### src/rtl/async_fifo_pkg.sv
// async_fifo_pkg: shared default geometry for the FIFO and its storage array.
package async_fifo_pkg;
    localparam int DEFAULT_WIDTH     = 8;
    localparam int DEFAULT_FIFO_SIZE = 16;
endpackage

### src/rtl/fifo_mem.sv
// fifo_mem: FIFO_SIZE x WIDTH register array with one synchronous write port
// and one combinational read-address port; no reset on the contents.
module fifo_mem
    import async_fifo_pkg::*;
#(
    parameter int WIDTH = DEFAULT_WIDTH,
    parameter int DEPTH = DEFAULT_FIFO_SIZE,
    parameter int AW    = $clog2(DEPTH)
) (
    input  logic             clk,
    input  logic             we,
    input  logic [AW-1:0]    waddr,
    input  logic [WIDTH-1:0] wdata,
    input  logic [AW-1:0]    raddr,
    output logic [WIDTH-1:0] rdata
);
    logic [WIDTH-1:0] mem [DEPTH];

    always_ff @(posedge clk)
        if (we) mem[waddr] <= wdata;

    assign rdata = mem[raddr];
endmodule

### src/rtl/async_fifo.sv
// async_fifo: single-clock FIFO with wrap-bit pointers, full/empty flags,
// registered read data and one-cycle overflow/underflow pulses.
module async_fifo
    import async_fifo_pkg::*;
#(
    parameter int WIDTH     = DEFAULT_WIDTH,
    parameter int FIFO_SIZE = DEFAULT_FIFO_SIZE
) (
    input  logic             wr_clk,
    input  logic             res,
    input  logic             wr_en,
    input  logic [WIDTH-1:0] wdata,
    input  logic             rd_en,
    output logic [WIDTH-1:0] rdata,
    output logic             full,
    output logic             empty,
    output logic             overflow,
    output logic             underflow
);
    localparam int PTR_WIDTH = $clog2(FIFO_SIZE);
    localparam logic [PTR_WIDTH:0] PTR_ONE = {{PTR_WIDTH{1'b0}}, 1'b1};

    logic [PTR_WIDTH:0] wptr, rptr;
    logic [WIDTH-1:0]   mem_rdata;
    logic               wr_ok, rd_ok;

    // MSB is the wrap toggle: equal addresses mean empty or full depending on it
    assign empty = wptr == rptr;
    assign full  = (wptr[PTR_WIDTH-1:0] == rptr[PTR_WIDTH-1:0]) && (wptr[PTR_WIDTH] != rptr[PTR_WIDTH]);
    assign wr_ok = wr_en && !full;
    assign rd_ok = rd_en && !empty;

    fifo_mem #(.WIDTH(WIDTH), .DEPTH(FIFO_SIZE), .AW(PTR_WIDTH)) u_mem (
        .clk  (wr_clk),
        .we   (wr_ok),
        .waddr(wptr[PTR_WIDTH-1:0]),
        .wdata(wdata),
        .raddr(rptr[PTR_WIDTH-1:0]),
        .rdata(mem_rdata)
    );

    always_ff @(posedge wr_clk or negedge res) begin
        if (!res) begin
            wptr      <= '0;
            rptr      <= '0;
            rdata     <= '0;
            overflow  <= 1'b0;
            underflow <= 1'b0;
        end else begin
            if (wr_ok) wptr <= wptr + PTR_ONE;
            if (rd_ok) begin
                rptr  <= rptr + PTR_ONE;
                rdata <= mem_rdata;
            end
            overflow  <= wr_en && full;
            underflow <= rd_en && empty;
        end
    end
endmodule

### config.mk
export PLATFORM = sky130hd
export DESIGN_NAME = async_fifo
export DESIGN_NICKNAME = d
export VERILOG_FILES = /design/src/rtl/async_fifo_pkg.sv /design/src/rtl/fifo_mem.sv /design/src/rtl/async_fifo.sv
export SDC_FILE = /design/constraint.sdc
export NUM_CORES = 1
export LEC_CHECK = 0
export CORE_AREA = 2 2 99 120
export DETAILED_ROUTE_END_ITERATION = 12
export DIE_AREA = 0 0 101 122
export PLACE_DENSITY = 0.72
export SLEW_MARGIN = 10
export SYNTH_ARGS = -nofsm -noshare
export SYNTH_HDL_FRONTEND = slang
export SYNTH_SLANG_ARGS = --single-unit
### constraint.sdc
create_clock -name wr_clk -period 2.7 [get_ports wr_clk]
set_input_delay 0.81 -clock wr_clk [delete_from_list [all_inputs] [get_ports wr_clk]]
set_output_delay 0.81 -clock wr_clk [all_outputs]
set_load 0.02 [all_outputs]
==> results.txt, run 1 <==
STA puts the critical path data required time at 1890 ps. After synthesis the netlist holds a flip-flop and latch count of 148. For this run, design rule violations remaining after detail routing come to 0. The maximum number of pins on one net before global-route repair came out at 36. The clock network accounts for around 30% of the total power. The critical path goes through xnor2_2 -> nand4_2 -> nor2_1 -> dlygate4sd2_1. STA classifies the critical path startpoint as a register.

Ranked by total cell area, the synthesized netlist is headed by sky130_fd_sc_hd__edfxtp_1, sky130_fd_sc_hd__mux4_2, sky130_fd_sc_hd__dfrtp_1, sky130_fd_sc_hd__mux4_1, sky130_fd_sc_hd__mux2_4. The final global-route overflow total came out at 0. The number of diodes added for antenna fixing is 0. In this run, synthesis inferred around 130 flip-flops with an integrated enable.

Setup violations remaining at the end of the flow were counted as 0. Counting along the longest clock path gives a buffer depth of 2. The final weighted congestion in routability-driven placement came out at 0.7639. The internal power of the cells is 5.466 mW. For this design the total switching power over the nets is about 2.3 mW. The clock drives 148 sinks.

After synthesis, the netlist uses 32 different library cells. The number of nets in the layout came out at 352. The first-pass GRT wire length came out at 16790 µm.

The share of power burned in registers came out at between 30% and 40%. The arrival time at the worst endpoint came out at 1720 ps. In this run the mean area of a mapped cell was 20.59 µm².

The wire length reported by the detailed router is 11050 µm. The number of nets produced by synthesis came out at 308. The die is 122 µm tall. The setup fix buffers added after clock tree synthesis is 0. The final period utilization came out at about 94%. In the synthesized netlist, the cells that appear most often are sky130_fd_sc_hd__edfxtp_1, sky130_fd_sc_hd__mux4_2, sky130_fd_sc_hd__dfrtp_1, sky130_fd_sc_hd__a22oi_1, sky130_fd_sc_hd__and3_1. The leakage component of the power is 2.489 nW. The total number of yosys warnings came out at 0. The class of the most critical setup path is reg2out.

The top-area cell type share of the netlist area is between 60 and 70%. The maximum level of the CTS H-tree came out at 4. Setup repair after global routing left no endpoint under its margin.

The width of the die came out at 101 µm. The longest individual stage delay on the worst path came out at 470 ps. The total count of hold-check failures in the final report came out at 0.

Net switching is 29.45% of the power. The overall power came out at slightly below 8 mW. 24 I/O pins were placed. The max-cap violation count is 0. After clock tree synthesis, the clock-pin slew on the worst setup and hold paths is approximately 60 ps. The initial antenna violation count came out at 0. The starting density of the core is 53.02%.

The worst relative slew slack came out at about half. The first-iteration detailed-routing DRC count is 250. The floorplan has between 40 and 50 rows. The total power per unit cell area came out at about 1100 mW/mm².

The number of buffers inserted by hold repair at cts came out at 0. The average wire per cell in the routed design came out at 22.87 µm. The portion of total power attributed to combinational logic is 30.4%. The setup TNS came out at 0 ps. The slowest stage of the critical path is the sky130_fd_sc_hd__dfrtp_1 cell.

The post-layout minimum cycle time is 2526 ps. The number of iterations in the first detailed-routing pass is 4. The mapped netlist covers 0.005991 mm².

The global router's overall resource usage is about a fifth. CTS placed an instance of sky130_fd_sc_hd__clkbuf_16 at the clock tree root. The leading cell type by number of instances after synthesis is sky130_fd_sc_hd__edfxtp_1. TritonCTS built the clock tree. The via count of the first global-routing pass came out at 3002.

The run finished with clean final reports. In the routed layout, each cell is associated on average with a via count of 5.899. Synthesis produced 291 cells. The type of element capturing the critical path is an output port. The proportion of layout cells with a drive suffix above 1 is 23.85%. Registers take 0.004345 mm². The routed layout has 2849 vias. TritonCTS created 17 clock buffers. The share of async-settable or async-resettable flops after synthesis is 13.51%. The largest total area in the synthesized netlist belongs to sky130_fd_sc_hd__edfxtp_1. The count of buffers from port buffering came out at 23.

In the synthesized netlist the dominant register cell turns out to be sky130_fd_sc_hd__edfxtp_1. Compared with the post-synthesis result, the final layout area differs by 16.96%. The slew at the pin with the worst max-slew slack came out at around 720 ps. The largest voltage drop on the vdd net is roughly 0.46 mV. The full die area came out at between 0.01 and 0.015 mm². The worst hold path belongs to the class reg2reg.

The worst-skew pair later-pin latency is 420 ps. The peak fanout along the critical path came out at 7. The total area of multi-input combinational cells is 0.001525 mm². The placeable core region is 0.01130 mm².

Fill cells in the final layout number roughly 780. The number of max-slew violations in the final report was 0. The achievable frequency came out at around 400 MHz. Sequential cells were found to cover approximately 73% of the synthesized design area. The clock skew after layout came out at roughly 10 ps.

The remaining antenna violation count is 0. The HPWL after detailed placement came out at roughly 6900 µm.
-- cell usage in the layout (no fill, tap or decap) --
cell                              Yosys  final
sky130_fd_sc_hd__nor2_1               4      4
sky130_fd_sc_hd__ha_1                 5      5
sky130_fd_sc_hd__mux2_4               9      9
sky130_fd_sc_hd__clkbuf_16            0     17
sky130_fd_sc_hd__inv_6                0      2
sky130_fd_sc_hd__nand2_1              8      8
sky130_fd_sc_hd__xnor2_1              9      9
sky130_fd_sc_hd__nor3_1               2      2
sky130_fd_sc_hd__clkinv_1             0      1
sky130_fd_sc_hd__and2_1               2      2
sky130_fd_sc_hd__clkinv_4             0      2
sky130_fd_sc_hd__inv_1                4      4
sky130_fd_sc_hd__buf_4                0     15
sky130_fd_sc_hd__a211oi_1             1      1
sky130_fd_sc_hd__dfrtp_2              0      1
sky130_fd_sc_hd__a22oi_1             16     16
sky130_fd_sc_hd__nand3_1              1      1
sky130_fd_sc_hd__edfxtp_1           128    128
sky130_fd_sc_hd__buf_12               1      1
sky130_fd_sc_hd__clkbuf_1             5      4
sky130_fd_sc_hd__xor2_1               2      2
sky130_fd_sc_hd__dfrtp_1             20     19
sky130_fd_sc_hd__and4_1               1      1
sky130_fd_sc_hd__bufinv_16            0      3
sky130_fd_sc_hd__clkinvlp_4           0      3
sky130_fd_sc_hd__a21oi_2              1      1
sky130_fd_sc_hd__nor2b_1              6      6
sky130_fd_sc_hd__mux4_2              23     23
sky130_fd_sc_hd__mux2_2               1      1
sky130_fd_sc_hd__o2111ai_1            1      1
sky130_fd_sc_hd__xnor2_2              3      3
sky130_fd_sc_hd__o211ai_1             4      4
sky130_fd_sc_hd__o21ai_4              1      1
sky130_fd_sc_hd__clkdlybuf4s50_1      0     21
sky130_fd_sc_hd__and3_1              15     15
sky130_fd_sc_hd__nand4_2              1      1
sky130_fd_sc_hd__mux4_1               9      9
sky130_fd_sc_hd__dlygate4sd2_1        0      2
-- final timing paths --
path	startpoint	to	slack (ps)	cells past startpoint
max reg2reg	rptr[0]	rdata[0]	580	5
max	rptr[3]	empty	170	4
min reg2reg	rdata[1]	rdata[1]	510	1
min	rdata[1]	rdata[1]	510	1
min in group asynchronous	res	rdata[4]	730	2
max in group asynchronous	res	rptr[0]	1740	2
-- power by group through the flow --
stage	sequential, mW	clock (mW)	combinational, mW
2_1_floorplan	3.09	0	1.73
3_3_place_gp	3.08	0	2.34
3_5_place_dp	3.09	0	2.37
4_1_cts	3.06	2.37	2.39
5_1_grt	3.09	2.46	2.54
6_report	3.05	2.34	2.36
-- critical path, delay by kind of cell, from the launching register on --
kind	cells	cell delay (ps)
AND/OR/NAND/NOR	2	260
flip-flops	1	470
XOR/XNOR	1	230
buffers and inverters	1	340
-- through the flow --
step,cells,instance area [µm²],utilization (%),hold slack (ps),setup slack (ps)
after floorplan,291,5991,-,502.2,649.2
after global placement,451,6417,56.80,495.5,178.2
after detailed placement,451,6417,56.80,496.1,160.6
after CTS,483,7007,62.02,512.5,156.9
after global routing,483,7007,62.02,521.5,94.92
final,483,7007,62.02,507.0,173.9
-- cells by family after synthesis --
kind of cell,after synthesis,synth area share (%)
AO/OA/AOI/OAI,24,3.196
XOR/XNOR,14,2.423
adder cells (fa/ha/maj),5,1.044
buffers and inverters,18,2.026
flip-flops,148,72.51
multiplexers,42,15.04
AND/OR/NAND/NOR,40,3.759
-- repair_timing --
item	in CTS	in global routing
hold endpoints to repair	0	0
resized for setup	2	0
setup endpoints to repair	2	0
-- flip-flops by register name, summed over array words and instances, names as in the netlist --
| signal | flops |
|---|---|
| overflow | 1 |
| underflow | 1 |
| rdata | 8 |
| rptr | 5 |
| u_mem.mem | 128 |
| wptr | 5 |
-- area by class of cell --
class | instances | area share, %
clock buffers | 21 | 6.286
clock inverters | 11 | 2.161
well taps | 135 | 2.411
flip-flops and latches | 148 | 62.02
multi-input cells | 125 | 21.77
repair buffers | 39 | 5.143
inverters | 4 | 0.2143
-- per-layer routing --
layer	part of all wire (%)	global-route usage [%]	up-vias
met1	39	24.37	1466
met5	0	0	-
met2	53	33.29	87
met4	2.0	8.868	0
li1	-	-	1279
met3	5.3	4.131	17
No activity file was read; power rests on OpenSTA's default activity.
==> run 2, diff against run 1 <==
--- a/config.mk
+++ b/config.mk
@@ -5,11 +5,12 @@
 export SDC_FILE = /design/constraint.sdc
 export NUM_CORES = 1
 export LEC_CHECK = 0
-export CORE_AREA = 2 2 99 120
+export CORE_AREA = 2 2 98 119
 export DETAILED_ROUTE_END_ITERATION = 12
-export DIE_AREA = 0 0 101 122
+export DIE_AREA = 0 0 100 121
 export PLACE_DENSITY = 0.72
 export SLEW_MARGIN = 10
 export SYNTH_ARGS = -nofsm -noshare
 export SYNTH_HDL_FRONTEND = slang
+export SYNTH_HIERARCHICAL = 1
 export SYNTH_SLANG_ARGS = --single-unit
==> run 2 against run 1 <==
- die area decreased by 1.8%
- non-clock buffer count rose by 16
- clock power down 8%
- area after synthesis fell by 1.8%
==> results.txt, run 2 <==
The clock skew after layout is around 5.4 ps. The number of flip-flops in the largest register came out at roughly 130. From left edge to right edge, the die measures 100 µm. Detailed placement ended at an HPWL of 6932 µm. The worst-skew pair later-pin latency came out at 410 ps. The setup violation total in the final timing report is 0. The starting density of the core is 53.82%. The dominant synthesized flop cell is sky130_fd_sc_hd__edfxtp_1. Entering global routing, the biggest net connects 36 pins. The number of core rows is 42. The placeable core region came out at 0.01093 mm². The gate count after technology mapping is between 200 and 300. The number of clock buffers added by TritonCTS is 17. The synthesized design spends more area on one cell type than any other, namely sky130_fd_sc_hd__edfxtp_1. The global routing stage identified its most utilized layer as met2.

Headroom to the max-slew limit came out at 57.64%. Data on the critical path arrives at its endpoint at 1760 ps. The proportion of layout cells with a drive suffix above 1 is 24.66%.

The cell family contributing the most delay on the critical path is flip-flops. The initial antenna violation count was 0. The run finished with clean final reports. Leaving out fill and tap cells, the most frequent cells in the layout are sky130_fd_sc_hd__edfxtp_1, sky130_fd_sc_hd__buf_4, sky130_fd_sc_hd__clkdlybuf4s50_1.

The mean instance size in the synthesized netlist is 20.29 µm². The worst setup path is captured at an output port. TritonCTS built the clock tree. For met2 alone, demand over resource in global routing was 31.93%.

The remaining antenna violation count came out at 0. The wire length reported by the detailed router came out at 10990 µm. In this run the cell area of the synthesized design comes to 0.005883 mm².

During placement, the flow inserted port buffers numbering 23. The final worst hold slack is 507.0 ps. The first-iteration detailed-routing DRC count is 290. For met1 alone, demand over resource in global routing was 26.58%. After clock tree synthesis, the clock-pin slew on the worst setup and hold paths is 60 ps. The area overhead of the layout relative to synthesis came out at 18.72%. The placement-stage cell area came out at 0.006426 mm². The count of buffering cells on the critical path with inverters included is 1. The number of max-slew violations in the final report came to 0. The total overflow left after global routing is 0.

The total number of yosys warnings came out at 6. In this run the power density over the cells is ~1100 mW/mm². STA classifies the critical path startpoint as a register.

The largest single stage delay on the critical path is between 400 and 500 ps. The source of the critical timing path is rptr[4]. For the pin with the worst max-slew slack, the measured transition is 633.5 ps.

The number of diodes added for antenna fixing came out at 0. The achievable frequency came out at 388.6 MHz. For this design the static power due to leakage is 2.433 nW. The number of nets in the layout is 367.

The largest registers in the layout are u_mem/mem: 128 flops, rdata: 8 flops. The full die area came out at 0.01210 mm². The first-pass GRT wire length came out at 17260 µm. In this run the critical register-to-register path is launched from rptr[1]. Clock tree synthesis selected as its root buffer the cell sky130_fd_sc_hd__clkbuf_16. The top-level I/O count came out at 24. Setup repair after global routing left no endpoint under its margin. The number of nets produced by synthesis is ~300. The type of the worst min-delay path is reg2reg. The most critical setup path has its endpoint at empty. The via count is 2934. Synthesis inferred 148 register bits. In this run the register-to-register setup slack is 340 ps. The via density per instance came out at around 5.9. The share of async-settable or async-resettable flops after synthesis came out at 13.51%. The number of iterations in the first detailed-routing pass came out at 4. The global router's overall resource usage came out at 20.15%. The DRC violation count after routing came out at 0. Counting along the longest clock path gives a buffer depth of 2. The signal on the critical path passes through xor2_1 -> nor2_1 -> dlygate4sd2_1.

For the finished layout, the period the worst path requires is 2573 ps. The worst register-to-register path ends at u_mem/mem[0][7]. The depth of the critical timing path with buffers and inverters included is 3. The met3 track demand over resource in global routing came out at 5.242%.

The commonest cells after synthesis are sky130_fd_sc_hd__edfxtp_1, sky130_fd_sc_hd__dfrtp_1, sky130_fd_sc_hd__mux4_2, sky130_fd_sc_hd__nor2_1, sky130_fd_sc_hd__a22oi_1. The peak fanout along the critical path came out at 5. The average wire per cell in the routed design came out at 22.11 µm.

The final period utilization came out at 95.31%. The final cell area excluding filler cells came out at 0.006984 mm². The number of enable-type register cells in the synthesized netlist is 128. Yosys instantiated no cell more often than sky130_fd_sc_hd__edfxtp_1. The netlist uses 33 different library cells. The die is 121 µm tall.

Sorting the synthesized cells by area gives the leading types as sky130_fd_sc_hd__edfxtp_1, sky130_fd_sc_hd__dfrtp_1, sky130_fd_sc_hd__mux4_2, sky130_fd_sc_hd__mux4_1, sky130_fd_sc_hd__a22oi_1. The setup TNS came out at 0 ps. The number of cells traversed by the worst register-to-register path came out at 9.

The top-area cell type share of the netlist area came out at 65.33%. The largest voltage drop on the vdd net came out at approximately 0.55 mV. The clock sink count is 148. The most common cell after layout, fill and taps aside is sky130_fd_sc_hd__edfxtp_1. Ranked by flip-flop count, first place goes to u_mem/mem. The max-cap violation count is 0. Among all stages on the critical path, the largest delay is contributed by sky130_fd_sc_hd__dfrtp_1. The final weighted congestion in routability-driven placement came out at 0.7918. The total count of hold-check failures in the final report is 0.

The class of the most critical setup path is reg2out. The via count of the first global-routing pass came to a little under 3k. The required time of the worst setup path is 1890 ps. The maximum level of the CTS H-tree came out at 4. The sequential fraction of the synthesis area came out at 73.84%.
==> run 2: final cells by class <==
| type | instances | area, µm² |
|---|---|---|
| Sequential cell | 148 | 4345 |
| Clock buffer | 17 | 425.4 |
| Timing Repair Buffer | 55 | 480.5 |
| Fill cell | 773 | 3946 |
| Inverter | 1 | 3.754 |
| Multi-Input combinational cell | 130 | 1444 |
| Clock inverter | 14 | 120.1 |
| Tap cell | 132 | 165.2 |
==> run 2: repair_timing <==
action,4_1_cts,5_1_grt
setup endpoints to repair,2,2
hold buffers,0,0
setup buffers,0,2
gates resized for setup,2,0
pin swaps,0,0
==> run 2: stage by stage <==
step           setup WS, ps  std cells  power [mW]  utilization, %
2_1_floorplan         207.3        290       4.648               -
4_1_cts               97.43        495       7.597           63.76
5_1_grt               29.70        497       7.911           63.90
3_3_place_gp          96.06        464       5.386           58.79
6_report              126.5        497       7.551           63.90
3_5_place_dp          54.20        464       5.434           58.79
==> run 2: kinds of logic after synthesis <==
group / after synthesis / synth area share (%)
flip-flops: 148 / 73.84
AND/OR/NAND/NOR: 50 / 4.126
multiplexers: 42 / 15.06
AO/OA/AOI/OAI: 24 / 3.148
XOR/XNOR: 12 / 1.786
buffers and inverters: 12 / 1.616
adder cells (fa/ha/maj): 2 / 0.4253
==> run 2: how the worst min path moves through the flow <==
| stage | start | end | slack [ps] | depth (start not counted) |
|---|---|---|---|---|
| after floorplan | res | overflow | 510 | 0 |
| after global placement | rdata[7] | rdata[7] | 490 | 1 |
| after detailed placement | rdata[3] | rdata[3] | 490 | 1 |
| after CTS | rdata[4] | rdata[4] | 510 | 1 |
| after global routing | rdata[4] | rdata[4] | 530 | 1 |
| final | rdata[4] | rdata[4] | 510 | 1 |
==> run 2: report_power, final <==
group	switching (mW)	internal, mW
Combinational	1.24	1.14
Clock	0.824	1.33
Sequential	0.158	2.86
==> run 2: layer usage <==
| metal | wire length, µm | part of all wire (%) | vias up |
|---|---|---|---|
| li1 | - | - | 1316 |
| met1 | 4761 | 43 | 1530 |
| met2 | 5493 | 50 | 67 |
| met3 | 466 | 4.2 | 21 |
| met4 | 266 | 2.4 | 0 |
| met5 | 0 | 0 | - |
==> run 3, diff against run 2 <==
--- a/config.mk
+++ b/config.mk
@@ -8,6 +8,7 @@
 export CORE_AREA = 2 2 98 119
 export DETAILED_ROUTE_END_ITERATION = 12
 export DIE_AREA = 0 0 100 121
+export GPL_TIMING_DRIVEN = 1
 export PLACE_DENSITY = 0.72
 export SLEW_MARGIN = 10
 export SYNTH_ARGS = -nofsm -noshare
==> results of run 3 <==
Final layout, timing and power as in run 2 (identical DEF).
